File: src/rtl/flash_seq_pkg.sv
// -----------------------------------------------------------------------------
// flash_seq_pkg
// Shared definitions for the flash array sequencer: command opcode encodings,
// the sequencer state enum and a small integer helper used to size the
// operation timer.
// -----------------------------------------------------------------------------
package flash_seq_pkg;

  // Command opcodes as presented on cmd_op
  localparam logic [1:0] OP_READ  = 2'd0;
  localparam logic [1:0] OP_PROG  = 2'd1;
  localparam logic [1:0] OP_ERASE = 2'd2;
  localparam logic [1:0] OP_RSVD  = 2'd3;

  typedef enum logic [2:0] {
    ST_IDLE,
    ST_WARM,
    ST_EQ,
    ST_SENSE,
    ST_PROG,
    ST_ERASE,
    ST_FIN
  } state_t;

  function automatic int max_int(input int a, input int b);
    return (a > b) ? a : b;
  endfunction

endpackage

File: src/rtl/flash_seq_timer.sv
// -----------------------------------------------------------------------------
// flash_seq_timer
// Loadable down-counter shared by all timed sequencer states. The count is
// loaded with (duration - 1) when a state is entered and the owning state
// exits on the cycle the zero flag is high.
//
// Ports:
//   sck      : clock, rising edge
//   rst      : synchronous reset, active-high (count cleared to 0)
//   load     : load load_val on the next edge (takes priority over counting)
//   load_val : value to load
//   zero     : count is zero
// -----------------------------------------------------------------------------
module flash_seq_timer #(
  parameter int W = 7
) (
  input  logic         sck,
  input  logic         rst,
  input  logic         load,
  input  logic [W-1:0] load_val,
  output logic         zero
);

  logic [W-1:0] count;

  // Saturates at zero so an idle timer stays parked with zero asserted
  always_ff @(posedge sck) begin
    if (rst) begin
      count <= '0;
    end else if (load) begin
      count <= load_val;
    end else if (count != '0) begin
      count <= count - 1'b1;
    end
  end

  assign zero = (count == '0);

endmodule

File: src/rtl/flash_mem_sequencer.sv
// -----------------------------------------------------------------------------
// flash_mem_sequencer
// Drives the analog flash array control pins for single READ, PROGRAM and
// ERASE commands. One timed state machine handles analog warm-up, bit-line
// equalisation, sensing and the fixed program/erase strobe durations, and
// captures the read line.
//
// Optional build macro: FLASH_PROG_VERIFY_EN
//   When defined, every PROGRAM is followed by a warm EQ + SENSE readback; the
//   byte lane mem_addr[3:0] is compared with the programmed byte and prog_err
//   pulses with done on mismatch. When undefined prog_err is tied low.
//
// Ports:
//   sck, rst              : clock (rising edge), synchronous active-high reset
//   cmd_valid/cmd_ready   : command handshake, ready only in IDLE
//   cmd_op/addr/wdata     : opcode, target address, program byte
//   rd_data/rd_valid      : captured read line and its one-cycle update pulse
//   done/cmd_err/prog_err : end-of-command pulse and its error qualifiers
//   busy                  : high from the cycle after accept through done
//   mem_data              : array read line
//   analog_on/eq/en_wr/erase : array control pins
//   mem_addr/mem_data_in  : address and program byte latched at accept
// -----------------------------------------------------------------------------
module flash_mem_sequencer
  import flash_seq_pkg::*;
#(
  parameter int ADDR_W     = 22,
  parameter int DATA_W     = 8,
  parameter int LINE_W     = 128,
  parameter int T_WARM     = 4,
  parameter int T_EQ       = 2,
  parameter int T_READ     = 3,
  parameter int T_PROG     = 16,
  parameter int T_ERASE    = 64,
  parameter int T_IDLE_OFF = 8
) (
  input  logic              sck,
  input  logic              rst,
  input  logic              cmd_valid,
  output logic              cmd_ready,
  input  logic [1:0]        cmd_op,
  input  logic [ADDR_W-1:0] cmd_addr,
  input  logic [DATA_W-1:0] cmd_wdata,
  output logic [LINE_W-1:0] rd_data,
  output logic              rd_valid,
  output logic              done,
  output logic              cmd_err,
  output logic              prog_err,
  output logic              busy,
  input  logic [LINE_W-1:0] mem_data,
  output logic              analog_on,
  output logic              eq,
  output logic              en_wr,
  output logic              erase,
  output logic [ADDR_W-1:0] mem_addr,
  output logic [DATA_W-1:0] mem_data_in
);

  localparam int T_MAX = max_int(max_int(max_int(T_WARM, T_EQ), max_int(T_READ, T_PROG)),
                                 max_int(T_ERASE, T_IDLE_OFF));
  localparam int TW    = $clog2(T_MAX + 1);
  localparam int IW    = $clog2(T_IDLE_OFF + 1);

  state_t          state;
  state_t          state_next;
  logic [1:0]      op_q;
  logic [IW-1:0]   idle_cnt;
  logic            accept;
  logic            idle_hit;
  logic            cold;
  logic            tmr_load;
  logic [TW-1:0]   tmr_val;
  logic            tmr_zero;
  logic            sense_end;
  logic            verify_phase;

  assign accept    = cmd_valid && (state == ST_IDLE);
  // The idle counter is about to reach the power-down threshold this cycle.
  // An accept here is treated as cold: the supply is considered to have timed
  // out, so the full warm-up is run even though analog_on is still high.
  assign idle_hit  = (idle_cnt == IW'(T_IDLE_OFF - 1));
  assign cold      = !analog_on || idle_hit;
  assign sense_end = (state == ST_SENSE) && tmr_zero;

  flash_seq_timer #(.W(TW)) u_timer (
    .sck      (sck),
    .rst      (rst),
    .load     (tmr_load),
    .load_val (tmr_val),
    .zero     (tmr_zero)
  );

  // State register
  always_ff @(posedge sck) begin
    if (rst) begin
      state <= ST_IDLE;
    end else begin
      state <= state_next;
    end
  end

  // Next-state, timer loads and pin decode. Timer is loaded with T-1 on the
  // transition into each timed state so the state lasts exactly T cycles.
  always_comb begin
    state_next = state;
    tmr_load   = 1'b0;
    tmr_val    = '0;
    cmd_ready  = 1'b0;
    busy       = 1'b1;
    eq         = 1'b0;
    en_wr      = 1'b0;
    erase      = 1'b0;
    done       = 1'b0;
    rd_valid   = 1'b0;
    cmd_err    = 1'b0;
    unique case (state)
      ST_IDLE: begin
        cmd_ready = 1'b1;
        busy      = 1'b0;
        if (accept) begin
          if (cmd_op == OP_RSVD) begin
            state_next = ST_FIN;
          end else if (cold) begin
            state_next = ST_WARM;
            tmr_load   = 1'b1;
            tmr_val    = TW'(T_WARM - 1);
          end else begin
            state_next = ST_EQ;
            tmr_load   = 1'b1;
            tmr_val    = TW'(T_EQ - 1);
          end
        end
      end
      ST_WARM: begin
        if (tmr_zero) begin
          state_next = ST_EQ;
          tmr_load   = 1'b1;
          tmr_val    = TW'(T_EQ - 1);
        end
      end
      ST_EQ: begin
        eq = 1'b1;
        if (tmr_zero) begin
          tmr_load = 1'b1;
          if (verify_phase || op_q == OP_READ) begin
            state_next = ST_SENSE;
            tmr_val    = TW'(T_READ - 1);
          end else if (op_q == OP_PROG) begin
            state_next = ST_PROG;
            tmr_val    = TW'(T_PROG - 1);
          end else begin
            state_next = ST_ERASE;
            tmr_val    = TW'(T_ERASE - 1);
          end
        end
      end
      ST_SENSE: begin
        if (tmr_zero) begin
          state_next = ST_FIN;
        end
      end
      ST_PROG: begin
        en_wr = 1'b1;
        if (tmr_zero) begin
`ifdef FLASH_PROG_VERIFY_EN
          state_next = ST_EQ;
          tmr_load   = 1'b1;
          tmr_val    = TW'(T_EQ - 1);
`else
          state_next = ST_FIN;
`endif
        end
      end
      ST_ERASE: begin
        erase = 1'b1;
        if (tmr_zero) begin
          state_next = ST_FIN;
        end
      end
      ST_FIN: begin
        done       = 1'b1;
        rd_valid   = (op_q == OP_READ);
        cmd_err    = (op_q == OP_RSVD);
        state_next = ST_IDLE;
      end
      default: begin
        state_next = ST_IDLE;
      end
    endcase
  end

  // Command latches, idle power-down counter, analog supply and read capture.
  // The idle counter only advances in IDLE without an accept and saturates at
  // the threshold; it is cleared by every accept and holds while busy.
  always_ff @(posedge sck) begin
    if (rst) begin
      op_q        <= OP_READ;
      mem_addr    <= '0;
      mem_data_in <= '0;
      idle_cnt    <= '0;
      analog_on   <= 1'b0;
      rd_data     <= '0;
    end else begin
      if (accept) begin
        op_q        <= cmd_op;
        mem_addr    <= cmd_addr;
        mem_data_in <= cmd_wdata;
        idle_cnt    <= '0;
        if (cmd_op != OP_RSVD) begin
          analog_on <= 1'b1;
        end else if (idle_hit) begin
          analog_on <= 1'b0;
        end
      end else if (state == ST_IDLE && idle_cnt != IW'(T_IDLE_OFF)) begin
        idle_cnt <= idle_cnt + 1'b1;
        if (idle_hit) begin
          analog_on <= 1'b0;
        end
      end
      if (sense_end && !verify_phase) begin
        rd_data <= mem_data;
      end
    end
  end

`ifdef FLASH_PROG_VERIFY_EN
  logic              verify_fail;
  logic [DATA_W-1:0] verify_lane;

  assign verify_lane = mem_data[int'(mem_addr[3:0]) * DATA_W +: DATA_W];

  // verify_phase marks the readback EQ/SENSE pass that follows a program
  always_ff @(posedge sck) begin
    if (rst) begin
      verify_phase <= 1'b0;
      verify_fail  <= 1'b0;
    end else begin
      if (accept) begin
        verify_phase <= 1'b0;
        verify_fail  <= 1'b0;
      end else if (state == ST_PROG && tmr_zero) begin
        verify_phase <= 1'b1;
      end
      if (sense_end && verify_phase) begin
        verify_fail <= (verify_lane != mem_data_in);
      end
    end
  end

  assign prog_err = (state == ST_FIN) && verify_fail;
`else
  assign verify_phase = 1'b0;
  assign prog_err     = 1'b0;
`endif

endmodule
File: config.mk
export PLATFORM = sky130hd
export DESIGN_NAME = flash_mem_sequencer
export DESIGN_NICKNAME = d
export VERILOG_FILES = /design/src/rtl/flash_seq_pkg.sv /design/src/rtl/flash_seq_timer.sv /design/src/rtl/flash_mem_sequencer.sv
export SDC_FILE = /design/constraint.sdc
export NUM_CORES = 1
export LEC_CHECK = 0
export ABC_AREA = 1
export ABC_CLOCK_PERIOD_IN_PS = 3230
export BUFFER_PORTS_ARGS = -buffer_cell sky130_fd_sc_hd__buf_2
export CORE_AREA = 2 2 128 130
export DETAILED_ROUTE_END_ITERATION = 12
export DIE_AREA = 0 0 130 132
export GPL_TIMING_DRIVEN = 0
export PLACE_DENSITY = 0.86
export RECOVER_POWER = 25
export SLEW_MARGIN = 20
export SYNTH_ARGS = -nofsm -noshare
export SYNTH_HDL_FRONTEND = slang
export SYNTH_SLANG_ARGS = --single-unit
File: constraint.sdc
create_clock -name sck -period 3.23 [get_ports sck]
set_clock_uncertainty 0.15 [all_clocks]
set_input_delay 0.646 -clock sck [delete_from_list [all_inputs] [get_ports sck]]
set_output_delay 0.646 -clock sck [all_outputs]
set_load 0.005 [all_outputs]
==> results_dict.tcl <==
set metrics [dict create \
    routed_via_density 5.08 \
    crit_arrival_ns 1.57 \
    fin_crit_ns 2.37 \
    synth-edff-count 0 \
    cts_tree "yes" \
    synthTopCellsByCount "dfxtp_1, o21ai_0, nand2_1, a21oi_1, nor2_1" \
    slew_headroom 0.547 \
    layout-drive-gt1-share 0.275 \
    worst-setup-path-type "register to primary output" \
    hpwl_um 16200 \
    ys_warn_count 0 \
    clk-insertion-delay-late_ns 0.42 \
    synth_top_area_frac 0.521 \
    fin_cells 1443 \
    rrSetupSlack_ns 1.03 \
    endpoint "cmd_ready" \
    syn_area_per_cell_um2 7.75 \
    placed_cells 1411 \
    vdd_ir_drop_max_mv 0.482 \
    dr.pass1.iters 5 \
    cts.path.max_buffers 2 \
    end_kind "primary output" \
    critPathMaxFanout 8 \
    run_status "finished clean" \
    yosysSeqAreaShare 0.521 \
    dieArea_um2 17200 \
    syn_area_um2 6720 \
    maxCapViolations 0 \
    netlist_instances 867 \
    ys_top_cells_by_area "dfxtp_1, o21ai_0, a21oi_1, nand2_1, nor2_1" \
    drc 0 \
    worst_pin_slew_ns 0.680 \
    drt_iter0_markers 400 \
    seqPwrFrac 0.390 \
    antenna_found_initial 0 \
    power.share.clock 0.339 \
    hold_ws_ns 0.295 \
    n_antenna_cell 0 \
    fillers 1485 \
    r2r-start "u_timer.count[0]" \
    multiInputGateArea_um2 2730 \
    p_total_w 0.00646 \
    min_period_over_period 0.733 \
    postRouteAntennaNets 0 \
    via_count 7332 \
    critical_path_required_ns 2.43 \
    cts.sinks 175 \
    utilization 0.585 \
    reg2regPathDepth 9 \
    postCtsSetupBuffers 0 \
    syn_nets 1034 \
    comb_power_share 0.271 \
    coreArea_um2 15700 \
    post_cts_resized 0 \
    synth_ff_type "dfxtp_1" \
    cts.clk_slew.worst_paths_ns 0.07 \
    globalplace.congestion 0.860 \
    totalWireLength_um 21700 \
    ctsHoldBuffers 0 \
    fp-row-count 46 \
    grtUsageTotal 0.240 \
    max_freq_mhz 423 \
    fin_nets 1381 \
    setup.worst_path.start_class "register" \
    grt_max_degree 17 \
    synth_seq_cells 175 \
    ys_types 23 \
    grt_pass1_wl_um 32800 \
    grt_overflow 0 \
    cts_buffers 17 \
    p_int_w 0.00424 \
    r2r_end "rd_data[4]" \
    grt_pass1_vias 6637 \
    p_sw_frac 0.345 \
    power_density_nw_per_um2 703 \
    portBuffers 328 \
    synth.largest_area_cell "dfxtp_1" \
    cts-root-buf "clkbuf_16" \
    start_util 0.428 \
    die_h_um 132 \
    hold_path_class "input port to register" \
    async_reset_ff_frac 0 \
    area_growth_pct 36.9 \
    tns_ns 0 \
    startpoint "state[1]" \
    p_leak_nw 4.03 \
    drv_slew 0 \
    regArea_um2 3500 \
    synth.most_common_cell "dfxtp_1" \
    cts_htree_levels 4 \
    setup_violations 0 \
    die_x_um 130 \
    rsz0062_at_grt "no" \
    finalHoldViolCount 0 \
    io-pin-count 331 \
    p_switching_w 0.00223 \
    wl_per_cell_um 15.1 \
]
==> worst min path at each step <==
| stage | start | end | slack [ns] | depth (start not counted) |
|---|---|---|---|---|
| after floorplan | op_q[0] | op_q[0] | 0.31 | 2 |
| after global placement | rd_data[35] | rd_data[35] | 0.30 | 2 |
| after detailed placement | rd_data[37] | rd_data[37] | 0.31 | 2 |
| after CTS | cmd_wdata[7] | mem_data_in[7] | 0.28 | 3 |
| after global routing | cmd_wdata[7] | mem_data_in[7] | 0.29 | 3 |
| final | cmd_addr[3] | mem_addr[3] | 0.30 | 3 |
==> state kept, by name, indices dropped and copies added, names as in the netlist <==
signal and cells:
mem_addr 22, analog_on 1, state 3, idle_cnt 4
op_q 2, u_timer.count 7, rd_data 128, mem_data_in 8
==> worst max-delay path, cell delays in order (launching register included) <==
cell,delay (ns)
dfxtp_1,0.30
clkbuf_1,0.27
nor2_1,0.07
nand2_1,0.22
inv_1,0.14
buf_2,0.15
==> power groups by stage <==
stage | clock network [W] | registers [W] | logic [W]
after detailed placement | 0 | 0.00256 | 0.00175
after global placement | 0 | 0.00256 | 0.00171
after floorplan | 0 | 0.00257 | 0.00106
after global routing | 0.00230 | 0.00255 | 0.00198
final | 0.00219 | 0.00252 | 0.00175
after CTS | 0.00222 | 0.00252 | 0.00176
==> cell type report <==
cell class                 count  share of cell area
buffer                        69              0.0397
clock buffer                  19              0.0492
clock inverter                13              0.0189
inverter                      32              0.0131
multi-input combinational    591               0.297
sequential                   175               0.381
tap                          216              0.0294
timing repair buffer         328               0.172
==> through the flow <==
stage	worst slack [ns]	instance area, um2
4_1_cts	0.985	9260
3_3_place_gp	0.636	8630
3_5_place_dp	0.666	8630
6_report	0.864	9200
2_1_floorplan	1.51	6720
5_1_grt	0.759	9200
==> kinds of logic after synthesis <==
kind of cell,share of synthesized area
AO/OA/AOI/OAI,0.232
XOR/XNOR,0.00521
adder cells (fa/ha/maj),0.00745
buffers and inverters,0.0724
flip-flops,0.521
other,0.000558
AND/OR/NAND/NOR,0.161
==> cells in the final DEF, fill, tap and decap left out, drive strengths merged <==
cell type	Yosys	final
buf	17	298
dfxtp	175	175
o21ai	170	170
nand2	161	161
a21oi	140	140
clkbuf	52	118
nor2	83	83
inv	32	37
nand3	22	22
nor3	4	4
ha	4	4
xor2	3	3
bufinv	0	3
clkinv	0	3
clkinvlp	0	2
nand4	1	1
xnor2	1	1
a31oi	1	1
conb	1	1
==> layer usage <==
| metal | up-vias | share of wire | global-route usage |
|---|---|---|---|
| li1 | 3572 | - | - |
| met1 | 3401 | 0.41 | 0.276 |
| met2 | 320 | 0.49 | 0.426 |
| met3 | 39 | 0.076 | 0.0601 |
| met4 | 0 | 0.025 | 0.0854 |
| met5 | - | 0 | 0 |
Power figures use the tool's default switching activity.
